===== config.mk =====
export PLATFORM = sky130hd
export DESIGN_NAME = aes_round_ctrl
export DESIGN_NICKNAME = d
export VERILOG_FILES = /design/src/rtl/aes_round_ctrl.sv
export SDC_FILE = /design/constraint.sdc
export NUM_CORES = 1
export LEC_CHECK = 0
export BUFFER_PORTS_ARGS = -buffer_cell sky130_fd_sc_hd__buf_2
export CAP_MARGIN = 20
export CORE_AREA = 2 2 256 258
export CTS_CLUSTER_DIAMETER = 200
export DETAILED_ROUTE_END_ITERATION = 8
export DIE_AREA = 0 0 258 260
export GPL_TIMING_DRIVEN = 1
export PLACE_DENSITY = 0.44
export SYNTH_ARGS = -nofsm -noshare
export SYNTH_HDL_FRONTEND = slang
export SYNTH_SLANG_ARGS = --single-unit

===== constraint.sdc =====
create_clock -name clk -period 9.7 [get_ports clk]
set_input_delay 1.94 -clock clk [delete_from_list [all_inputs] [get_ports clk]]
set_output_delay 1.94 -clock clk [all_outputs]
set_load 0.1 [all_outputs]

===== src/rtl/aes_round_ctrl.sv =====
// aes_round_ctrl: iterative AES encryption sequencer.
//
// Takes a plaintext block, fetches the NR+1 round keys one at a time from
// key_exp and steps the 128-bit state through an external combinational
// round function. Round 0 is a plain AddRoundKey. Rounds 1..NR take the
// round function's result, which is given the current state and round key.
//
// Ports
//   clk, rst            clock, asynchronous active-high reset
//   in_valid/in_ready   plaintext handshake; pt is sampled on accept
//   pt                  128-bit plaintext
//   key_en              one-cycle round-key request to key_exp
//   kcnt                round index presented to key_exp (0..NR)
//   kdone, rkey         key_exp done flag and round key (valid while kdone)
//   rf_state            current state register, to the round function
//   rf_last             final round marker (round function skips MixColumns)
//   rf_result           round function output
//   out_valid/out_ready ciphertext handshake
//   ct                  ciphertext (the state register while in DONE)
//   err                 key timeout flag, sticky until the next accept
//
// Build option
//   AES_KEY_TIMEOUT_EN  when defined, KWAIT aborts after KEY_TIMEOUT cycles
//                       without kdone: err is set, the state is cleared and
//                       the FSM returns to IDLE. When undefined, KWAIT waits
//                       indefinitely and err is tied low.
//
// state | meaning
// IDLE  | ready for plaintext
// KREQ  | pulse key_en for round rnd
// KWAIT | wait for kdone, then update the state register
// DONE  | ciphertext presented until out_ready

module aes_round_ctrl #(
  parameter int NR          = 10,
  parameter int KEY_TIMEOUT = 32
) (
  input  logic         clk,
  input  logic         rst,
  input  logic         in_valid,
  output logic         in_ready,
  input  logic [127:0] pt,
  output logic         key_en,
  output logic [3:0]   kcnt,
  input  logic         kdone,
  input  logic [127:0] rkey,
  output logic [127:0] rf_state,
  output logic         rf_last,
  input  logic [127:0] rf_result,
  output logic         out_valid,
  input  logic         out_ready,
  output logic [127:0] ct,
  output logic         err
);

  typedef enum logic [1:0] {
    IDLE  = 2'd0,
    KREQ  = 2'd1,
    KWAIT = 2'd2,
    DONE  = 2'd3
  } fsm_t;

  localparam logic [3:0] LAST_RND = 4'(NR);

  if (!(NR == 10 || NR == 12 || NR == 14) || KEY_TIMEOUT < 1 || KEY_TIMEOUT > 64)
  begin : g_bad_params
    $error("aes_round_ctrl: NR must be 10/12/14 and KEY_TIMEOUT 1..64");
  end

  fsm_t         fsm, fsm_nxt;
  logic [127:0] state_q, state_nxt;
  logic [3:0]   rnd, rnd_nxt;

`ifdef AES_KEY_TIMEOUT_EN
  // Down-counter loaded in KREQ; hitting zero in KWAIT without kdone
  // marks the KEY_TIMEOUT-th waiting cycle.
  localparam logic [5:0] TMO_LOAD = 6'(KEY_TIMEOUT - 1);
  logic [5:0] tmo, tmo_nxt;
  logic       err_q, err_nxt;
`endif

  always_ff @(posedge clk or posedge rst) begin
    if (rst) begin
      fsm     <= IDLE;
      state_q <= '0;
      rnd     <= '0;
`ifdef AES_KEY_TIMEOUT_EN
      tmo     <= '0;
      err_q   <= 1'b0;
`endif
    end else begin
      fsm     <= fsm_nxt;
      state_q <= state_nxt;
      rnd     <= rnd_nxt;
`ifdef AES_KEY_TIMEOUT_EN
      tmo     <= tmo_nxt;
      err_q   <= err_nxt;
`endif
    end
  end

  always_comb begin
    fsm_nxt   = fsm;
    state_nxt = state_q;
    rnd_nxt   = rnd;
    in_ready  = 1'b0;
    key_en    = 1'b0;
    out_valid = 1'b0;
`ifdef AES_KEY_TIMEOUT_EN
    tmo_nxt   = tmo;
    err_nxt   = err_q;
`endif
    case (fsm)
      IDLE: begin
        in_ready = 1'b1;
        if (in_valid) begin
          state_nxt = pt;
          rnd_nxt   = '0;
`ifdef AES_KEY_TIMEOUT_EN
          err_nxt   = 1'b0;
`endif
          fsm_nxt   = KREQ;
        end
      end
      KREQ: begin
        // kdone seen here is left over from the previous round's key.
        key_en  = 1'b1;
`ifdef AES_KEY_TIMEOUT_EN
        tmo_nxt = TMO_LOAD;
`endif
        fsm_nxt = KWAIT;
      end
      KWAIT: begin
        if (kdone) begin
          if (rnd == 4'd0) begin
            state_nxt = state_q ^ rkey;
          end else begin
            state_nxt = rf_result;
          end
          if (rnd == LAST_RND) begin
            fsm_nxt = DONE;
          end else begin
            rnd_nxt = rnd + 4'd1;
            fsm_nxt = KREQ;
          end
        end
`ifdef AES_KEY_TIMEOUT_EN
        else if (tmo == 6'd0) begin
          err_nxt   = 1'b1;
          state_nxt = '0;
          fsm_nxt   = IDLE;
        end else begin
          tmo_nxt = tmo - 6'd1;
        end
`endif
      end
      DONE: begin
        out_valid = 1'b1;
        if (out_ready) begin
          fsm_nxt = IDLE;
        end
      end
      default: begin
        fsm_nxt = IDLE;
      end
    endcase
  end

  assign kcnt     = rnd;
  assign rf_last  = (rnd == LAST_RND);
  assign rf_state = state_q;
  assign ct       = state_q;

`ifdef AES_KEY_TIMEOUT_EN
  assign err = err_q;
`else
  assign err = 1'b0;
`endif

endmodule


==> metrics.md, run 1 <==
| Metric | Value |
|---|---|
| Post-CTS Resized | `0` |
| Root buf cell | `clkbuf_16` |
| Syn_area_per_cell | `11.00 um2` |
| F_max | `235.4 MHz` |
| Critical path arrival | `2.31 ns` |
| Worst EP required | `7.76 ns` |
| Crit path time final | `4.248 ns` |
| Die H | `260 um` |
| Hold path depth | `1` |
| CP max FO | `62` |
| Slew margin rel. | `33.35%` |
| Routed Antenna Nets | `0` |
| Fraction of layout cells with a size suffix above 1 | `60.04%` |
| Worst Reg-to-Reg Cells | `4` |
| IO Count | `654` |
| Rows | `93` |
| CTS Buf Count | `17` |
| Hold buffers post-CTS | `0` |
| # clock sinks | `134` |
| Iter 0 DRT Violations | `505` |
| Fill count | `7029` |
| Total GRT Usage | `11.20%` |
| Synth Flop Type | `dfrtp_1` |
| Final WL | `38980 um` |
| Core box area | `0.06412 mm2` |
| TritonCTS clock tree | `done` |
| Final core occ | `21.23%` |
| Routability cong. | `0.7947` |
| Port Buffer Count | `652` |
| Per-cell routed wire length | `17.47 um` |
| Initial antenna violation count | `3` |
| Post-DP HPWL | `28740 um` |
| H-tree levels | `4` |
| Worst skew pair latency | `0.47 ns` |
| Area taken by multi-input logic gates | `0.005191 mm2` |
| Post-synth EDFFs | `0` |
| Die Span X | `258 um` |
| Sequential-to-total area share from yosys stat | `33.94%` |
| Min-Delay Path Class | `register to register` |
| Critical path launch point type | `register` |
| DIE AREA | `0.06708 mm2` |
| Yosys cell types | `31` |
| Most common cell after layout, fill and taps aside | `buf_2` |
| Syn Nets | `1290` |
| Worst Max-Slew Pin Slew | `0.9997 ns` |
| RSZ-0062 raised after global routing | `no` |
| Fin crit share | `43.79%` |
| Synthesized area | `0.009881 mm2` |
| Async SR Flop Fraction | `100.0%` |
| Final setup viols | `0` |
| Critical path class | `register to output pin` |
| Initial Util | `15.41%` |
| Sum Neg Setup Slack | `0 ns` |
| Nets | `1754` |
| Grt ovf | `0` |
| Pre-antenna DRT Iters | `5` |
| Sequential cell area | `0.003361 mm2` |
| Global-route wire length before repair | `57460 um` |
| Max cap viols | `0` |
| Leading cell types in the layout, fill and taps excluded | `buf_2, dfrtp_1` |
| Slew Viols, Final | `0` |
| DR vias | `9205` |
| Status | `finished, final reports clean` |
| Residual DRC | `0` |
| Fin. Hold Viols | `0` |
| Clock Path Buffers | `2` |
| Vias in the first global route | `9450` |
| Yosys reg bits | `134` |
| Clock skew | `0.009722 ns` |
| CP endpoint kind | `output pin` |
| Clock-pin slew on the worst setup and hold paths | `0.06 ns` |
| Synth warn | `0` |
| Vias/cell | `4.126` |
| Post-synthesis cell count | `898` |
| Largest net degree at the start of global routing | `134` |
| Post-CTS Setup Repair Bufs | `0` |
| Synth-to-Final Area Change | `37.75%` |
==> stage by stage <==
step           setup WS (ns)  hold WS [ns]  instances  cell area [um2]
2_1_floorplan          4.177        0.6866        898             9881
3_3_place_gp           5.622        0.5595       2198            13010
3_5_place_dp           5.575        0.5599       2198            13010
4_1_cts                5.322        0.5723       2229            13610
5_1_grt                5.287        0.6090       2230            13610
6_report               5.452        0.5677       2231            13610
==> logic make-up (layout without fill, tap and decap cells) <==
| family | count (synthesis) | count (layout) | share of synthesized area [%] |
|---|---|---|---|
| AO/OA/AOI/OAI | 137 | 137 | 13.54 |
| XOR/XNOR | 128 | 128 | 11.35 |
| adder cells (fa/ha/maj) | 3 | 3 | 0.3799 |
| buffers and inverters | 223 | 699 | 13.78 |
| flip-flops | 134 | 134 | 33.94 |
| multiplexers | 130 | 130 | 14.79 |
| other | 1 | 3 | 0.03795 |
| AND/OR/NAND/NOR | 142 | 142 | 12.19 |
==> cell usage after synthesis, drive strengths merged (2+ instances only) <==
| library cell | count | area (um2) |
|---|---|---|
| nor4b | 128 | 1121 |
| o21ai | 4 | 20.02 |
| mux2 | 128 | 1441 |
| mux2i | 2 | 20.02 |
| nor2 | 2 | 7.510 |
| clkbuf | 49 | 183.9 |
| nor3b | 2 | 15.01 |
| a221o | 128 | 1281 |
| nand2b | 2 | 12.51 |
| dfrtp | 134 | 3353 |
| inv | 7 | 26.28 |
| xor2 | 128 | 1121 |
| ha | 3 | 37.54 |
| buf | 167 | 1151 |
==> metal layers <==
layer | track usage (%) | vias up | share of wire (%)
met5 | 0 | - | 0.031
met4 | 4.432 | 2 | 2.3
met3 | 3.372 | 41 | 8.0
met2 | 19.62 | 454 | 51
met1 | 12.73 | 4467 | 39
li1 | - | 4241 | -
==> cell type report <==
cell class	instances	share of cell area [%]
multi-input cells	541	38.14
well taps	855	7.860
flip-flops and latches	134	24.69
clock buffers	20	3.282
inverters	7	0.2298
repair buffers	661	24.66
diodes	2	0.03677
clock inverters	11	1.103
==> worst max-delay path, stage by stage (launching register included) <==
cell and delay, ns:
dfrtp_4 0.87, inv_1 0.30, nor2_1 0.16, buf_2 0.46
==> final timing paths <==
kind / start / end / slack (ns)
setup / recovery: fsm[0] / key_en / 5.45
hold / removal: kcnt[0] / kcnt[0] / 0.57
setup reg to reg: fsm[0] / ct[79] / 5.99
hold reg to reg: kcnt[0] / kcnt[0] / 0.57
max in group asynchronous: rst / ct[42] / 6.86
min in group asynchronous: rst / ct[101] / 1.57
==> flip-flops by register name (all words and copies together) (netlist names) <==
signal and flops:
ct 128, fsm 2, kcnt 4
Power of run 1 is not shown: default switching activity piles up to over one toggle a cycle in this logic, so the estimate is an artifact.
==> run 2, diff against run 1 <==
--- a/config.mk
+++ b/config.mk
@@ -7,12 +7,12 @@
 export LEC_CHECK = 0
 export BUFFER_PORTS_ARGS = -buffer_cell sky130_fd_sc_hd__buf_2
 export CAP_MARGIN = 20
-export CORE_AREA = 2 2 256 258
+export CORE_AREA = 2 2 251 253
 export CTS_CLUSTER_DIAMETER = 200
 export DETAILED_ROUTE_END_ITERATION = 8
-export DIE_AREA = 0 0 258 260
+export DIE_AREA = 0 0 253 255
 export GPL_TIMING_DRIVEN = 1
-export PLACE_DENSITY = 0.44
+export PLACE_DENSITY = 0.46
 export SYNTH_ARGS = -nofsm -noshare
 export SYNTH_HDL_FRONTEND = slang
 export SYNTH_SLANG_ARGS = --single-unit
==> constraint.sdc (replaced) <==
create_clock -name clk -period 3.5 [get_ports clk]
set_input_delay 0.7 -clock clk [delete_from_list [all_inputs] [get_ports clk]]
set_output_delay 0.7 -clock clk [all_outputs]
set_load 0.1 [all_outputs]
==> run 2 against run 1 <==
- flip-flop and latch count stayed put
- via count is 1.9% higher
- utilization is 1.1 points higher
- global-route usage is 0.57 points higher
- design area is 1.8% higher
- largest cell class unchanged
==> metrics.md, run 2 (synthesized netlist as in run 1, its figures left out) <==
| Metric | Value |
|---|---|
| Max reg flops | `128` |
| Sum Neg Setup Slack | `0 ns` |
| Worst Reg-to-Reg Cells | `6` |
| Post-CTS Resized | `0` |
| R2r endpoint | `ct[78]` |
| RSZ-0062 raised after global routing | `no` |
| Synth-to-Final Area Change | `40.19%` |
| Vias in the first global route | `9403` |
| Slew margin rel. | `39.89%` |
| Iter 0 DRT Violations | `557` |
| Critical path class | `register to output pin` |
| Clock Path Buffers | `2` |
| Routed Antenna Nets | `0` |
| Total GRT Usage | `11.78%` |
| Critical path arrival | `1.85 ns` |
| Per-cell routed wire length | `18.30 um` |
| Crit path time final | `2.553 ns` |
| Global-route wire length before repair | `57560 um` |
| Most common cell after layout, fill and taps aside | `buf_2` |
| Fin crit share | `72.93%` |
| F_max | `391.8 MHz` |
| Root buf cell | `clkbuf_16` |
| Worst skew pair latency | `0.47 ns` |
| CP max FO | `5` |
| Die Span X | `253 um` |
| IO Count | `654` |
| Slew Viols, Final | `0` |
| CP startpoint | `kcnt[0]` |
| Port Buffer Count | `652` |
| Min-Delay Path Class | `primary input to async pin` |
| Core box area | `0.06216 mm2` |
| Clock skew | `0.009181 ns` |
| CTS Buf Count | `17` |
| Leading cell types in the layout, fill and taps excluded | `buf_2, dfrtp_1` |
| Nets | `1773` |
| DIE AREA | `0.06452 mm2` |
| R2r setup slk | `1.12 ns` |
| Fin. Hold Viols | `0` |
| TritonCTS clock tree | `done` |
| Pre-antenna DRT Iters | `5` |
| Worst Max-Slew Pin Slew | `0.8997 ns` |
| Fraction of layout cells with a size suffix above 1 | `60.62%` |
| Worst EP required | `2.80 ns` |
| Worst r2r src | `kcnt[0]` |
| H-tree levels | `4` |
| Final setup viols | `0` |
| Residual DRC | `0` |
| Worst path max stage delay | `0.47 ns` |
| Slowest stage cell, crit path | `buf_2` |
| Grt ovf | `0` |
| Routability cong. | `0.7906` |
| Initial antenna violation count | `2` |
| Largest net degree at the start of global routing | `130` |
| # clock sinks | `134` |
| Final WL | `40170 um` |
| Clock-pin slew on the worst setup and hold paths | `0.07 ns` |
| Initial Util | `15.90%` |
| Post-CTS Setup Repair Bufs | `0` |
| Die H | `255 um` |
| Crit path cell chain | `inv_1, ha_1, and3b_1, buf_2` |
| Rows | `92` |
| CP endpoint kind | `output pin` |
| Fill count | `6804` |
| Post-DP HPWL | `29310 um` |
| Vias/cell | `4.275` |
| Status | `finished, final reports clean` |
| Hold buffers post-CTS | `0` |
| Termination of the worst setup path | `rf_last` |
| Max cap viols | `0` |
| DR vias | `9384` |
| Critical path launch point type | `register` |
-- run 2: changes by cell type in the layout (fill, tap and decap cells not counted), sizes merged --
cell    change
clkinv      -1
clkbuf      +2
inv         -2
buf        +19
bufinv      +2
-- run 2: metrics by stage --
step,hold WS (ns),cell area [um2],std cells,worst slack [ns],utilization [%]
finish,0.4150,13850,2195,0.9475,22.28
global placement,0.5356,13180,2161,1.208,21.20
CTS,0.3778,13850,2193,0.8407,22.28
global route,0.4235,13850,2193,0.8098,22.28
detailed placement,0.5603,13180,2161,1.175,21.20
floorplan,0.6866,9884,898,0.3590,-
-- run 2: routing by layer --
layer | wire [um] | up-vias | track usage (%)
met5 | 0 | - | 0
met4 | 1238 | 0 | 5.765
met2 | 20090 | 450 | 20.15
met3 | 2750 | 50 | 2.929
met1 | 16090 | 4615 | 13.75
li1 | - | 4269 | -
-- run 2: final cells by class --
type                    instances  area (um2)  area share, %
clock inverters                10       192.7          1.391
multi-input cells             541        5191          37.48
well taps                     799       999.7          7.217
clock buffers                  22       474.2          3.423
flip-flops and latches        134        3361          24.26
inverters                       7       30.03         0.2168
repair buffers                680        3598          25.98
diodes                          2       5.005        0.03613
-- run 2: worst min-delay path by stage --
| stage | cells after the start | slack, ns | end | startpoint |
|---|---|---|---|---|
| 6_report | 2 | 0.41 | ct[111] | rst |
| 5_1_grt | 2 | 0.42 | fsm[0] | out_ready |
| 4_1_cts | 2 | 0.38 | fsm[0] | out_ready |
| 3_5_place_dp | 1 | 0.56 | kcnt[0] | kcnt[0] |
| 3_3_place_gp | 1 | 0.54 | kcnt[0] | kcnt[0] |
| 2_1_floorplan | 3 | 0.69 | kcnt[3] | fsm[0] |
-- run 2: worst max-delay path: cells and delay by family (launching register included) --
kind	cells	cell delay, ns
fa+ha+maj	1	0.14
buf+inv	2	0.57
flops	1	0.43
simple gates	1	0.24
Power of run 2 is left out for the same reason.
